### src/rtl/fetch_pc_ctrl_pkg.sv
// Shared types and constants for the fetch PC controller.
//   fetch_state_t : fetch FSM state encoding
//   fetch_buf_t   : one-entry instruction buffer handed to decode
//   PC_STEP       : sequential fetch increment
package fetch_pc_ctrl_pkg;

  typedef enum logic [1:0] {
    StBoot,
    StReq,
    StDiscard,
    StHold
  } fetch_state_t;

  typedef struct packed {
    logic        valid;
    logic [63:0] pc;
    logic [31:0] raw;
  } fetch_buf_t;

  localparam logic [63:0] PC_STEP = 64'd4;

endpackage

### src/rtl/fetch_pc_ctrl.sv
// Fetch PC controller: owns the fetch PC, keeps one instruction-bus request
// outstanding at a time, applies decode-stage redirects (squashing wrong-path
// responses) and hands fetched words to decode through a 1-entry buffer.
//
// Ports:
//   clk, reset            rising-edge clock, async active-low reset
//   redirect_valid/pc     taken branch/jump target from decode
//   ireq_valid/addr       instruction-bus request (address held until data_ok)
//   iresp_data_ok/data    single-cycle bus response
//   instr_valid/pc/raw    buffered instruction presented to decode
//   instr_ready           decode consumes the buffered instruction
module fetch_pc_ctrl
  import fetch_pc_ctrl_pkg::*;
#(
  parameter logic [63:0] RESET_PC = 64'h0000_0000_8000_0000
) (
  input  logic        clk,
  input  logic        reset,
  input  logic        redirect_valid,
  input  logic [63:0] redirect_pc,
  output logic        ireq_valid,
  output logic [63:0] ireq_addr,
  input  logic        iresp_data_ok,
  input  logic [31:0] iresp_data,
  output logic        instr_valid,
  output logic [63:0] instr_pc,
  output logic [31:0] instr_raw,
  input  logic        instr_ready
);

  fetch_state_t state_q, state_d;
  logic [63:0]  fetch_pc_q, fetch_pc_d;
  logic [63:0]  pending_pc_q, pending_pc_d;
  fetch_buf_t   buf_q, buf_d;

  always_comb begin
    state_d      = state_q;
    fetch_pc_d   = fetch_pc_q;
    pending_pc_d = pending_pc_q;
    buf_d        = buf_q;

    unique case (state_q)
      StBoot: begin
        // Any response seen here is stale from before reset and is ignored.
        state_d = StReq;
      end

      StReq: begin
        if (iresp_data_ok) begin
          if (redirect_valid) begin
            // Response belongs to the wrong path: drop it, refetch at target.
            fetch_pc_d = redirect_pc;
          end else begin
            buf_d.valid = 1'b1;
            buf_d.pc    = fetch_pc_q;
            buf_d.raw   = iresp_data;
            fetch_pc_d  = fetch_pc_q + PC_STEP;
            state_d     = StHold;
          end
        end else if (redirect_valid) begin
          // The bus request cannot be withdrawn; remember the target and wait.
          pending_pc_d = redirect_pc;
          state_d      = StDiscard;
        end
      end

      StDiscard: begin
        if (redirect_valid) begin
          pending_pc_d = redirect_pc;
        end
        if (iresp_data_ok) begin
          fetch_pc_d = redirect_valid ? redirect_pc : pending_pc_q;
          state_d    = StReq;
        end
      end

      StHold: begin
        // Redirect wins over a same-cycle accept: the instruction is squashed.
        if (redirect_valid) begin
          buf_d.valid = 1'b0;
          fetch_pc_d  = redirect_pc;
          state_d     = StReq;
        end else if (instr_ready) begin
          buf_d.valid = 1'b0;
          state_d     = StReq;
        end
      end

      default: state_d = StBoot;
    endcase
  end

  always_ff @(posedge clk or negedge reset) begin
    if (!reset) begin
      state_q      <= StBoot;
      fetch_pc_q   <= RESET_PC;
      pending_pc_q <= 64'd0;
      buf_q        <= '0;
    end else begin
      state_q      <= state_d;
      fetch_pc_q   <= fetch_pc_d;
      pending_pc_q <= pending_pc_d;
      buf_q        <= buf_d;
    end
  end

  // Outputs come from registered state only.
  assign ireq_valid  = (state_q == StReq) || (state_q == StDiscard);
  assign ireq_addr   = fetch_pc_q;
  assign instr_valid = buf_q.valid;
  assign instr_pc    = buf_q.pc;
  assign instr_raw   = buf_q.raw;

endmodule

### config.mk
export PLATFORM = sky130hd
export DESIGN_NAME = fetch_pc_ctrl
export DESIGN_NICKNAME = d
export VERILOG_FILES = /design/src/rtl/fetch_pc_ctrl_pkg.sv /design/src/rtl/fetch_pc_ctrl.sv
export SDC_FILE = /design/constraint.sdc
export NUM_CORES = 1
export LEC_CHECK = 0
export ABC_CLOCK_PERIOD_IN_PS = 2700
export BUFFER_PORTS_ARGS = -buffer_cell sky130_fd_sc_hd__buf_2
export CAP_MARGIN = 20
export CORE_UTILIZATION = 40
export DETAILED_ROUTE_END_ITERATION = 10
export GPL_ROUTABILITY_DRIVEN = 0
export SYNTH_ARGS = -nofsm -noshare
export SYNTH_HDL_FRONTEND = slang
export SYNTH_SLANG_ARGS = --single-unit
### constraint.sdc
create_clock -name clk -period 2.7 [get_ports clk]
set_input_delay 0.27 -clock clk [delete_from_list [all_inputs] [get_ports clk]]
set_output_delay 0.27 -clock clk [all_outputs]
set_load 0.02 [all_outputs]
### Yosys cells after proc, flatten, opt, wreduce, memory -nomap -nowiden

Cells that the tools add are included.

| word-level totals | value |
|---|---|
| output and inout port bits | 162 |
| logic and storage cells | 49 |
| register bits | 227 |
| input port bits | 101 |

| cells by class | value |
|---|---|
| reduce and logical (&&, ||, !) cells | 10 |
| mux-type cells | 20 |
| equal/unequal tests | 11 |
| add/subtract/negate cells | 1 |
| bitwise operators | 1 |

Operators with widths:

| operator | number |
|---|---|
| $mux 64 | 6 |
| $mux 97 | 2 |
| $pmux 64 s3 | 1 |
| $pmux 64 s2 | 1 |
| $add 64x3->64 const B | 1 |
| $mux 2 | 6 |
| $reduce_and 4->1 | 3 |
| $ne 2x2->1 const B | 5 |
| $ne 3x3->1 const B | 3 |
| $pmux 2 s4 | 1 |
| $eq 2x2->1 const B | 2 |
| $reduce_bool 2->1 | 2 |
| $reduce_and 3->1 | 1 |
| $reduce_bool 3->1 | 1 |
| $eq 2x1->1 const B | 1 |
| $logic_not 2->1 | 1 |
| $mux 1 | 2 |
| $pmux 1 s2 | 1 |
| $reduce_and 2->1 | 1 |
| $logic_or 1x1->1 | 1 |
| $not 1->1 | 1 |

### Logic depth before layout (Yosys ltp)

Gate-level depths: netlist of run 1.

| depth | value |
|---|---|
| depth after elaboration | 4 |
| gate-level depth with buffers | 10 |
| mapped depth without buffers | 8 |

### Least setup slack after synthesis of run 1

No wires, ideal clock.

| timing | value |
|---|---|
| path type | reg2reg |
| from | register state_q[0] |
| to | register fetch_pc_q[28], in the netlist ireq_addr[28] |
| slack | 0.555 ns |
| required time | 2.584 ns |
| arrival | 2.029 ns |
| path buffers | 2 |
| cell stages (with the launch flop) | 10 |
| clock period less this slack | 2.145 ns |
| library setup time | 0.116 ns |
| cell sequence | dfrtp_1 inv_1 ha_1 or2_1 or3_1 clkbuf_1 nor2_2 buf_2 a21oi_1 o311ai_0 |

| on the way | value |
|---|---|
| word-level cells in the longest chain between the ends | 3 |
| elaborated cells between the ends (all ways) | 9 |
| those cells by class | 6 x eq/ne; 1 x mux; 2 x reduce/logical |

RTL lines:

| element | RTL line | text |
|---|---|---|
| start, declared | fetch_pc_ctrl.sv:31 | `fetch_state_t state_q, state_d;` |
| start signal, assigned | fetch_pc_ctrl.sv:95 | `state_q <= StBoot;` |
| start signal, assigned | fetch_pc_ctrl.sv:100 | `state_q <= state_d;` |
| $eq 2x1->1 or $eq 2x2->1 (tied branches) | fetch_pc_ctrl.sv:42 | `unique case (state_q)` |
| $ne 2x2->1 (no line) or $reduce_bool 3->1 (tied branches) | - |  |
| $reduce_and 4->1 (no line) | - |  |
| end signal, assigned | fetch_pc_ctrl.sv:101 | `fetch_pc_q <= fetch_pc_d;` |
| end, declared | fetch_pc_ctrl.sv:32 | `logic [63:0] fetch_pc_q, fetch_pc_d;` |

Several ways; a longest one is shown, not always the timed one.
A chain may end at the register's enable or synchronous reset.

### Worst setup path in the final report of run 1

| timing | value |
|---|---|
| from | register fetch_pc_q[2], in the netlist ireq_addr[2] |
| to | register fetch_pc_q[62], in the netlist ireq_addr[62] |

| on the way | value |
|---|---|
| word-level cells in the longest chain between the ends | 4 |

RTL lines:

| element | RTL line | text |
|---|---|---|
| $add 64x3->64 | fetch_pc_ctrl.sv:57 | `fetch_pc_d = fetch_pc_q + PC_STEP;` |
| $mux 64 | fetch_pc_ctrl.sv:50 | `if (redirect_valid) begin` |
| $mux 64 | fetch_pc_ctrl.sv:49 | `if (iresp_data_ok) begin` |
| $pmux 64 s3 | fetch_pc_ctrl.sv:42 |  |

Every way passes these cells. The select of a mux whose other input is x is not followed.

==> impl_metrics.toml, run 1 <==
[floorplanning]
floorplan.initialDensity_pct = 41.1
dieHeight_microns = 172
pin_count = 263
die_w_microns = 172
rows = 61
core_sq_mm = 0.0281
die_area_sq_mm = 0.0295

[pwr]
power_density_mw_per_mm2 = 1240
p_leak_nw = 6.66
irDropWorstVdd_uv = 535

[routing]
wl_per_cell_microns = 19.5
ant_nets = 0
viasPerCell = 5.47
first_pass_iters = 5
drc = 0
vias = 9840
wl_mm = 35.1
drtIter0Drc = 761

[global_routing]
grt_first_pass_wirelength_mm = 54.6
antenna_found_initial = 3
grt_use_total_pct = 23.8
grtUsageMet3_pct = 4.05
grtUsageMet2_pct = 38.2
grt.busiest_layer = "met2"
grt_remaining_overflow = 0
grt_pass1_vias = 9461
grtUsageMet1_pct = 33.2
grt_max_degree = 81

[sta]
max_freq_mhz = 411
fin_crit_sh_pct = 90.2
period_needed_ps = 2430
setup_violations = 0
worst_pin_slew_ps = 640
rsz0062_at_grt = "no"
drv_slew = 0
relSlewSlack_pct = 57.3
clock_skew_ps = 8.65
finalHoldViolations = 0
setup_ws_ps = 265
setup-tns-final_ps = 0

[clock_network]
htreeDepth = 1
cts_tree = "built"
clk_pin_slew_ps = 60
ctsLongestPathBuffers = 3
cts_root_buf = "clkbuf_16"
post_cts_resized = 0
numCtsBuffers = 26
cts_setup_buffers = 0
hold_buffers = 64
cts.sinks = 227
clkLatencyLatePin_ps = 530

[setup_path]
reg2reg_to = "ireq_addr[62]"
cp.arrival_ps = 2850
startpoint = "ireq_addr[2]"
r2r_setup_slack_ps = 270
critPathCapture = "ireq_addr[62]"
cp.required_ps = 3120
end_kind = "flip-flop"
worstSetupPathType = "reg -> reg"
r2r_cells = 7
crit_path_start_kind = "flip-flop"
crit_fanout = 10
r2r-start = "ireq_addr[2]"

[outcome]
status = "finished clean"

[placement]
io_buffers = 262
dpl-instance-area_sq_mm = 0.0135
dp_slack_ps = 325
dp_hpwl_mm = 24.2

[worst_hold_path]
holdPathStages = 2
hold_path.class = "in -> reg"

[layout]
area_delta_synth_final_pct = 29.4
fill_cells = 2601
drive_above_1_share_pct = 38.6
fin_area_sq_mm = 0.0149
fin_nets = 1504

[yosys]
synthArstFlopShare_pct = 100
ys_warn_count = 0
ys_seq_area_share_pct = 49.3
synthDistinctLibCells = 67
netlist_area_sq_mm = 0.0115
synth-edff-count = 0
ys.flop_type = "dfrtp_1"
syn-mean-instance-area_sq_um = 10.7
synth_nets = 1181
synth_cells = 1075
ys_seq_elements = 227

[job]
cap_violations = 0
-- Yosys cell counts (all sizes together) (4+ instances only) --
cell type  instances  area, sq um
mux2             171         1930
buf               16         80.1
a21oi             55          275
a221oi            24          210
clkbuf            59          223
nand3             26          158
ha                 5         62.6
o22ai              4         25.0
a221o              5         50.1
xor2               4         35.0
inv               27          101
a222oi             6         60.1
xnor2             17          149
nand4             20          153
nand2             65          244
o21ai             96          480
nor2              79          299
a22o              12          105
or2                4         25.0
and3               9         56.3
o2bb2ai            7         67.6
dfrtp            226         5660
and4               6         52.6
and2               4         25.0
nor4              16          155
nor3              26          189
or3                4         25.0
a22oi             29          218
a31oi              9         56.3
nor2b              7         43.8
-- final cells by class --
type / instances / area [sq um] / share of cell area, %
Antenna cell: 2 / 5.00 / 0.0335
Clock buffer: 41 / 768 / 5.15
Clock inverter: 7 / 35.0 / 0.235
Inverter: 28 / 105 / 0.704
Multi-Input combinational cell: 745 / 5470 / 36.6
Sequential cell: 227 / 5680 / 38.1
Tap cell: 378 / 473 / 3.17
Timing Repair Buffer: 370 / 2390 / 16.0
-- cell families (layout without fill, tap and decap cells) --
kind of cell | Yosys count | after routing | share of synthesized area (%)
and+or+nand+nor | 272 | 272 | 12.7
DFF | 227 | 227 | 49.3
xor gates and xnor gates | 21 | 21 | 1.59
buffers and inverters | 103 | 446 | 3.54
other | 0 | 2 | 0
muxes | 174 | 174 | 17.0
AOI/OAI and AO/OA | 273 | 273 | 15.4
adders and majority gates | 5 | 5 | 0.543
-- how the worst min path moves through the flow --
stage	startpoint	endpoint	slack, ps
after global placement	reset	pending_pc_q[1]	300
after CTS	redirect_pc[10]	pending_pc_q[10]	0.1
final	redirect_pc[10]	pending_pc_q[10]	10
after detailed placement	reset	ireq_addr[0]	300
after floorplan	reset	instr_pc[0]	-30
after global routing	redirect_pc[57]	pending_pc_q[57]	2
-- critical path: stages (launching register included) --
cell and delay (ps):
dfrtp_1 460, ha_1 270, nand3_2 130, nor3_4 380, and4_1 530, nand4_1 190
o21ai_0 200, o21ba_2 170
-- layer usage --
layer / vias up / wire (microns)
met5: - / 13
met4: 2 / 706
met3: 47 / 2100
li1: 4621 / -
met2: 295 / 16500
met1: 4875 / 15800
-- through the flow --
stage / hold WS, ps / total power, mW / utilization [%] / instances
floorplan: -25.6 / 11.9 / - / 1075
global route: 1.96 / 19.6 / 53.1 / 1797
global placement: 303 / 14.9 / 48.0 / 1684
CTS: 0.112 / 18.5 / 53.1 / 1796
finish: 14.4 / 18.4 / 53.1 / 1798
detailed placement: 300 / 15.0 / 48.0 / 1684
-- cell usage in the layout (no fill, tap or decap), types with 21 or more instances in the layout --
cell type	count
a21oi_1	55
a221oi_1	24
a22oi_1	29
buf_2	261
buf_4	36
clkbuf_16	27
dfrtp_1	226
dlygate4sd3_1	64
inv_1	27
mux2_2	171
nand2_1	64
nand3_1	21
nor2_1	78
o21ai_0	86
-- sequential cells by signal (all words and copies together) (netlist names) --
name	count
instr_pc	64
instr_raw	32
instr_valid	1
ireq_addr	64
pending_pc_q	64
state_q	2
-- report_power, final --
part / leakage, nW / internal [mW] / switching, mW / total, mW
clock network: 0.401 / 1.94 / 1.41 / 3.36
logic: 3.54 / 3.52 / 4.92 / 8.44
registers: 2.72 / 5.13 / 1.51 / 6.64
(Power assumes the default switching activity.)
==> run 2, diff against run 1 <==
--- a/config.mk
+++ b/config.mk
@@ -8,9 +8,11 @@
 export ABC_CLOCK_PERIOD_IN_PS = 2700
 export BUFFER_PORTS_ARGS = -buffer_cell sky130_fd_sc_hd__buf_2
 export CAP_MARGIN = 20
-export CORE_UTILIZATION = 40
+export CORE_UTILIZATION = 55
 export DETAILED_ROUTE_END_ITERATION = 10
 export GPL_ROUTABILITY_DRIVEN = 0
+export HOLD_SLACK_MARGIN = 0.02
+export PLACE_DENSITY = 0.81
 export SYNTH_ARGS = -nofsm -noshare
 export SYNTH_HDL_FRONTEND = slang
 export SYNTH_SLANG_ARGS = --single-unit
==> run 2 against run 1 <==
- sequential cell count unchanged
- fmax down 1.7%
- count of clock-buffer cells in the layout decreased by 9
- final cell count fell by 6.3%
- total power decreased by 0.24%
- clock skew up 3.0 ps
- worst setup slack lost 43 ps
- critical path type unchanged
- critical endpoint is now ireq_addr[46]
- largest power group unchanged
==> impl_metrics.toml, run 2 (same netlist as run 1, synthesis figures left out) <==
[pwr]
internal_power_mw = 10.5
power_density_mw_per_mm2 = 1250
power.switching_mw = 7.91
seqPwrFrac_pct = 36.3
irDropWorstVdd_uv = 766
sw_frac_of_total_pct = 43.0
pwr-share-clk_pct = 17.5
power_mw = 18.4
comb_power_share_pct = 46.2
p_leak_nw = 6.62

[global_routing]
grt_use_total_pct = 31.6
grt_remaining_overflow = 0
grt_pass1_vias = 9894
grt_max_degree = 82
grt_first_pass_wirelength_mm = 54.2
antenna_found_initial = 3

[sta]
period_needed_ps = 2480
fin_crit_sh_pct = 91.8
drv_slew = 0
finalHoldViolations = 0
setup-tns-final_ps = 0
max_freq_mhz = 404
setup_violations = 0
worst_pin_slew_ps = 638
holdWs_ps = 29.9
clock_skew_ps = 11.7
relSlewSlack_pct = 57.5
rsz0062_at_grt = "no"

[setup_path]
crit_fanout = 8
cp.required_ps = 3080
r2r-start = "ireq_addr[23]"
worstSetupPathType = "reg -> reg"
end_kind = "flip-flop"
cp.arrival_ps = 2860
r2r_setup_slack_ps = 220
reg2reg_to = "ireq_addr[46]"
r2r_cells = 7
crit_path_start_kind = "flip-flop"

[clock_network]
cts.sinks = 227
cts_root_buf = "clkbuf_16"
cts_setup_buffers = 0
cts_tree = "built"
ctsLongestPathBuffers = 3
clk_pin_slew_ps = 60
clkLatencyLatePin_ps = 520
numCtsBuffers = 24
htreeDepth = 1

[worst_hold_path]
holdPathStages = 2
hold-path-endpoint = "pending_pc_q[60]"
hold_path.class = "in -> reg"
holdCritStartpoint = "redirect_pc[60]"

[floorplanning]
floorplan.initialDensity_pct = 56.6
dieHeight_microns = 147
pin_count = 263
rows = 52
die_w_microns = 147
die_area_sq_mm = 0.0215
core_sq_mm = 0.0204

[placement]
dp_hpwl_mm = 23.2
io_buffers = 262

[layout]
drive_above_1_share_pct = 38.9
final_cell_mix = "buf_2 (261), dfrtp_1 (226), mux2_2 (171)"
fill_cells = 1405
fin_nets = 1499
final_util_pct = 72.2
area_delta_synth_final_pct = 27.5
final_common_cell = "buf_2"

[routing]
viasPerCell = 6.09
wl_mm = 34.2
vias = 10300
ant_nets = 0
drtIter0Drc = 1081
wl_per_cell_microns = 20.3
first_pass_iters = 6
drc = 0

[outcome]
status = "finished clean"

[job]
cap_violations = 0
==> run 2: layout make-up <==
| type | count | area, sq um | area share, % |
|---|---|---|---|
| tap | 270 | 338 | 2.30 |
| multi-input combinational | 745 | 5460 | 37.2 |
| clock inverter | 12 | 97.6 | 0.664 |
| timing repair buffer | 367 | 2340 | 15.9 |
| clock buffer | 32 | 672 | 4.57 |
| antenna | 3 | 7.51 | 0.0511 |
| inverter | 28 | 105 | 0.715 |
| sequential | 227 | 5680 | 38.7 |
==> run 2: metal layers <==
metal  wire length (microns)  up-vias  track usage, %  share of wire, %
li1                        -     4601               -                 -
met1                   14100     5098            43.0                41
met2                   16500      496            51.4                48
met3                    2620       63            4.91               7.7
met4                     965        2            11.5               2.8
met5                      13        -               0             0.038
==> run 2: timing repair <==
action	4_1_cts	5_1_grt
endpoints found under the setup margin	0	0
endpoints found under the hold margin	133	1
gates resized for setup	0	0
hold buffers	60	1
==> run 2: critical path, cell delays in order (launching register included) <==
cell     delay (ps)
dfrtp_1         520
nand3_1         260
nor4_1          440
and4_1          480
buf_4           230
nand4_1         140
xnor2_1         190
o21ai_0          90
==> run 2: worst max-delay path by stage <==
stage | slack (ps) | startpoint | to | cells past startpoint
3_3_place_gp | 400 | ireq_addr[23] | ireq_addr[46] | 7
4_1_cts | 340 | ireq_addr[2] | ireq_addr[58] | 8
5_1_grt | 130 | ireq_addr[23] | ireq_addr[46] | 7
3_5_place_dp | 360 | ireq_addr[2] | ireq_addr[58] | 8
2_1_floorplan | 560 | state_q[0] | ireq_addr[28] | 9
6_report | 220 | ireq_addr[23] | ireq_addr[46] | 7
==> run 2: through the flow <==
step           cells  setup WS [ps]  area (sq um)
5_1_grt         1682            134         14700
2_1_floorplan   1075            555         11500
4_1_cts         1680            340         14700
3_5_place_dp    1576            359         13300
6_report        1684            222         14700
3_3_place_gp    1576            404         13300
==> run 2: power groups by stage <==
stage                     Sequential, mW  Combinational (mW)  Clock [mW]
after floorplan                     7.74                4.16           0
after global placement              6.54                8.08           0
after detailed placement            6.66                8.31           0
after CTS                           6.61                8.44        3.24
after global routing                6.87                9.12        3.39
final                               6.68                8.51        3.21
